`src/rtl/ritc_dac_serial_tx.sv`:
```
// Serial frame transmitter for the RITC DAC/register port: shifts a 16-bit {addr,data}
// word MSB-first on SCLK/DIN, then strobes LATCH and waits a guard gap before the next frame.
module ritc_dac_serial_tx #(
  parameter int HALF_PERIOD = 4
) (
  input  logic        clk_i,
  input  logic        rst_n_i,
  input  logic        disable_i,
  input  logic [3:0]  addr_i,
  input  logic [11:0] data_i,
  input  logic        valid_i,
  output logic        ready_o,
  output logic        SCLK_o,
  output logic        DIN_o,
  output logic        LATCH_o,
  output logic        busy_o,
  output logic        done_o
);

  localparam int HW = $clog2(HALF_PERIOD + 1);
  localparam logic [HW-1:0] HLAST = HW'(HALF_PERIOD - 1);

  typedef enum logic [1:0] {IDLE, SHIFT, LATCH, GAP} state_t;

  state_t        r_state, w_state_nxt;
  logic [HW-1:0] r_hcnt, w_hcnt_nxt;
  logic          r_phase, w_phase_nxt;
  logic [4:0]    r_bit, w_bit_nxt;
  logic [15:0]   r_shreg, w_shreg_nxt;
  logic          r_sclk, r_din, r_latch, r_busy, r_done;
  logic          w_sclk_nxt, w_din_nxt, w_latch_nxt, w_busy_nxt, w_done_nxt;
  logic          w_hend, w_accept;

  assign ready_o  = (r_state == IDLE) & ~disable_i;
  assign w_accept = valid_i & ready_o;
  assign w_hend   = (r_hcnt == HLAST);

  assign SCLK_o  = r_sclk;
  assign DIN_o   = r_din;
  assign LATCH_o = r_latch;
  assign busy_o  = r_busy;
  assign done_o  = r_done;

  always_ff @(posedge clk_i or negedge rst_n_i) begin
    if (!rst_n_i) begin
      r_state <= IDLE;
      r_hcnt  <= '0;
      r_phase <= 1'b0;
      r_bit   <= '0;
      r_shreg <= '0;
      r_sclk  <= 1'b0;
      r_din   <= 1'b0;
      r_latch <= 1'b0;
      r_busy  <= 1'b0;
      r_done  <= 1'b0;
    end else begin
      r_state <= w_state_nxt;
      r_hcnt  <= w_hcnt_nxt;
      r_phase <= w_phase_nxt;
      r_bit   <= w_bit_nxt;
      r_shreg <= w_shreg_nxt;
      r_sclk  <= w_sclk_nxt;
      r_din   <= w_din_nxt;
      r_latch <= w_latch_nxt;
      r_busy  <= w_busy_nxt;
      r_done  <= w_done_nxt;
    end
  end

  // r_phase selects the low (0) or high (1) half of an SCLK period; LATCH reuses it for 2 halves.
  always_comb begin
    w_state_nxt = r_state;
    w_hcnt_nxt  = r_hcnt;
    w_phase_nxt = r_phase;
    w_bit_nxt   = r_bit;
    w_shreg_nxt = r_shreg;
    case (r_state)
      IDLE: if (w_accept) begin
        w_state_nxt = SHIFT;
        w_hcnt_nxt  = '0;
        w_phase_nxt = 1'b0;
        w_bit_nxt   = '0;
        w_shreg_nxt = {addr_i, data_i};
      end
      SHIFT: if (w_hend) begin
        w_hcnt_nxt  = '0;
        w_phase_nxt = ~r_phase;
        if (r_phase) begin
          w_shreg_nxt = {r_shreg[14:0], 1'b0};
          if (r_bit == 5'd15) begin
            w_state_nxt = LATCH;
            w_bit_nxt   = '0;
          end else begin
            w_bit_nxt = r_bit + 5'd1;
          end
        end
      end else begin
        w_hcnt_nxt = r_hcnt + HW'(1);
      end
      LATCH: if (w_hend) begin
        w_hcnt_nxt  = '0;
        w_phase_nxt = ~r_phase;
        if (r_phase) w_state_nxt = GAP;
      end else begin
        w_hcnt_nxt = r_hcnt + HW'(1);
      end
      GAP: if (w_hend) begin
        w_hcnt_nxt  = '0;
        w_state_nxt = IDLE;
      end else begin
        w_hcnt_nxt = r_hcnt + HW'(1);
      end
      default: w_state_nxt = IDLE;
    endcase
  end

  // Outputs are decoded from next-state values so the flops line up with the state register.
  always_comb begin
    w_sclk_nxt  = (w_state_nxt == SHIFT) & w_phase_nxt;
    w_din_nxt   = (w_state_nxt == SHIFT) & w_shreg_nxt[15];
    w_latch_nxt = (w_state_nxt == LATCH);
    w_busy_nxt  = (w_state_nxt != IDLE);
    w_done_nxt  = (r_state == GAP) & (w_state_nxt == IDLE);
  end

endmodule

```
`config.mk`:
```
export PLATFORM = sky130hd
export DESIGN_NAME = ritc_dac_serial_tx
export DESIGN_NICKNAME = d
export VERILOG_FILES = /design/src/rtl/ritc_dac_serial_tx.sv
export SDC_FILE = /design/constraint.sdc
export NUM_CORES = 1
export LEC_CHECK = 0
export CORE_MARGIN = 2
export CORE_UTILIZATION = 47
export CTS_CLUSTER_DIAMETER = 60
export DETAILED_ROUTE_END_ITERATION = 16
export PLACE_DENSITY = 0.8
export SYNTH_ARGS = -nofsm -noshare
export SYNTH_HDL_FRONTEND = slang
export SYNTH_SLANG_ARGS = --single-unit
```
`constraint.sdc`:
```
create_clock -name clk_i -period 1.8 [get_ports clk_i]
set_input_delay 0.36 -clock clk_i [delete_from_list [all_inputs] [get_ports clk_i]]
set_output_delay 0.36 -clock clk_i [all_outputs]
set_load 0.02 [all_outputs]
```
==> reports/metrics.yaml <==
placed_design:
  dpl_cell_area_sq_um: 2054
  post-place-ws_ns: -0.07612
  port_buffers: 25
  place_congestion: 0.8617
  dpl.hpwl_um: 2604
critical_path:
  cp.required_ns: 2.06
  reg2reg_from: "r_state[0]"
  r2r_slack_ns: 0.06
  reg2reg_to: "DIN_o"
  startpoint_type: "register"
  critPathKind: "reg -> reg"
  rr_worst_depth: 8
  end_kind: "register"
  crit_arrival_ns: 2.01
  critPathMaxFanout: 4
finish:
  area_growth_pct: 35.64
  layout_commonest_cell: "dfrtp_1"
  fin_area_sq_um: 2228
  n_antenna_cell: 0
  drive_gt1_share_pct: 25.62
  final_nets: 229
  final_cell_mix: "dfrtp_1 (32), nor2_1 (31), clkdlybuf4s50_1 (24)"
die:
  num_rows: 21
  start_util_pct: 49.23
  core_area_sq_um: 3337
  fp.dieH_um: 63.12
  die_w_um: 63.12
  die-area_sq_um: 3984
  io_pins: 26
synth:
  synth_edf_count: 0
  syn_area_sq_um: 1643
  synth_cells: 156
  synthTopCellsByArea: "dfrtp_1 (49%), a221oi_1 (7.5%), nor2_1 (7.1%), ha_1 (5.3%), nand2_1 (2.3%)"
  seq_area_frac_synth_pct: 48.74
  ys_warn_count: 0
  synth.avg_cell_area_sq_um: 10.53
  ys_types: 40
  synth_flop_cell: "dfrtp_1"
  synth_nets: 183
  ys_ff_latch: 32
  synth_top_cell_area_share_pct: 48.74
  async_flop_share_pct: 100.0
  synth_area_leader_cell: "dfrtp_1"
sta:
  timing.final.crit_period_ns: 1.744
  hold_violations: 0
  worst_slew_pin_slew_ns: 0.4101
  finClkSkew_ns: 0.01472
  finalSetupViolCount: 0
  postLayoutSetupSlackWorst_ns: 0.05597
  setup-tns-final_ns: 0
  max_slew_margin_pct: 72.66
  max_freq_ghz: 0.5734
  post-route-period-util_pct: 96.89
  rsz0062_at_grt: "true"
  final-max-slew-violation-count: 0
route:
  wl_um: 3689
  wl_met1_um: 1572
  wire_per_inst_um: 14.82
  dr.pass1.iters: 4
  first_iter_violations: 82
  num_vias: 1358
  ant_nets: 0
  drc: 0
  viasPerCell: 5.454
  met2_length_um: 1933
  top_layer: "met4"
  dr_wl_met3_um: 138
grt:
  grt_max_degree: 33
  grt_antenna_before_repair: 0
  globalRouteOverflowTotal: 0
  grtUsageTotal_pct: 19.46
  grt_first_pass_wirelength_um: 6003
  grt_pass1_vias: 1345
run_status:
  outcome: "finished clean"
clocking:
  clk_latency_ns: 0.33
  cts_hold_buf: 0
  numCtsBuffers: 5
  cts_max_level: 2
  cts-root-buf: "clkbuf_4"
  clockBufferDepth: 2
  cts_tree: "yes"
  clock_sinks: 32
  clkTransAtPathRegs_ns: 0.10
power_and_ir_drop:
  ir_drop_uv: 546.4
  p_leak_nw: 1.034
  power_density_nw_per_um2: 1517
hold_path:
  hp-class: "in -> async"
flow_run:
  drv_cap: 0
cell usage after synthesis, drive strengths merged, types with 3 or more instances:
| master | instances |
|---|---|
| nor2b | 3 |
| a221oi | 15 |
| buf | 7 |
| a21oi | 4 |
| nor3 | 3 |
| nand2 | 10 |
| dfrtp | 32 |
| o211a | 3 |
| ha | 7 |
| nor2 | 31 |
| nand3 | 5 |
| inv | 5 |
kinds of logic (layout without fill, tap and decap cells):
kind of cell	count (synthesis)	in the layout	share of synthesized area, %
buf+inv	14	61	4.570
mux	4	4	2.589
compound gates	38	38	20.79
fa+ha+maj	7	7	5.331
flops	32	32	48.74
simple gates	61	61	17.97
state kept, by name (all words and copies together), names as in the netlist:
name / flops
r_hcnt: 3
LATCH_o: 1
r_bit: 5
DIN_o: 1
SCLK_o: 1
r_shreg: 16
r_state: 2
r_phase: 1
done_o: 1
busy_o: 1
timing repair:
item | 4_1_cts | 5_1_grt
pin swaps | 0 | 2
endpoints found under the setup margin | 10 | 19
setup buffers | 0 | 4
resized for setup | 5 | 8
cloned | 0 | 1
per-stage QoR:
step                std cells  hold slack [ns]  total power [mW]  utilization, %
floorplan                 156          0.06441             2.108               -
global placement          236           0.4491             2.522           61.57
detailed placement        236           0.4677             2.619           61.57
CTS                       244           0.4240             3.237           64.57
global route              249           0.4345             3.636           66.78
finish                    249           0.4181             3.380           66.78
where the power goes:
| group | switching (mW) | total [mW] | internal [mW] | leakage (nW) |
|---|---|---|---|---|
| registers | 0.197 | 1.21 | 1.01 | 0.402 |
| logic | 0.752 | 1.56 | 0.807 | 0.580 |
| clock network | 0.244 | 0.612 | 0.369 | 0.0515 |
how the worst max path moves through the flow:
stage               startpoint          end  slack, ns
finish              r_state[0]        DIN_o       0.06
global route        r_state[1]   r_shreg[9]      -0.03
CTS                 r_state[1]  r_shreg[12]      0.009
detailed placement   disable_i      ready_o      -0.08
global placement     disable_i      ready_o      -0.06
floorplan           r_state[0]        DIN_o      0.008
layer usage:
| layer | up-vias | global-route usage (%) |
|---|---|---|
| met5 | - | 0 |
| met4 | 0 | 8.611 |
| met3 | 5 | 5.179 |
| met2 | 29 | 31.25 |
| met1 | 662 | 24.65 |
| li1 | 662 | - |
critical path, cell delays in order, from the launching register on:
cell      delay, ns
dfrtp_1        0.44
inv_2          0.07
buf_4          0.14
ha_2           0.18
and4bb_2       0.31
a221oi_2       0.06
a31o_2         0.24
inv_2          0.09
o211a_1        0.15
cell type report:
| class | instances | area, sq um |
|---|---|---|
| timing repair buffer | 48 | 460.4 |
| inverter | 5 | 18.77 |
| clock inverter | 1 | 30.03 |
| multi-input combinational | 110 | 795.8 |
| clock buffer | 7 | 65.06 |
| sequential | 32 | 800.8 |
| tap | 46 | 57.56 |
| fill | 268 | 1109 |
No activity file was read; power rests on OpenSTA's default activity.
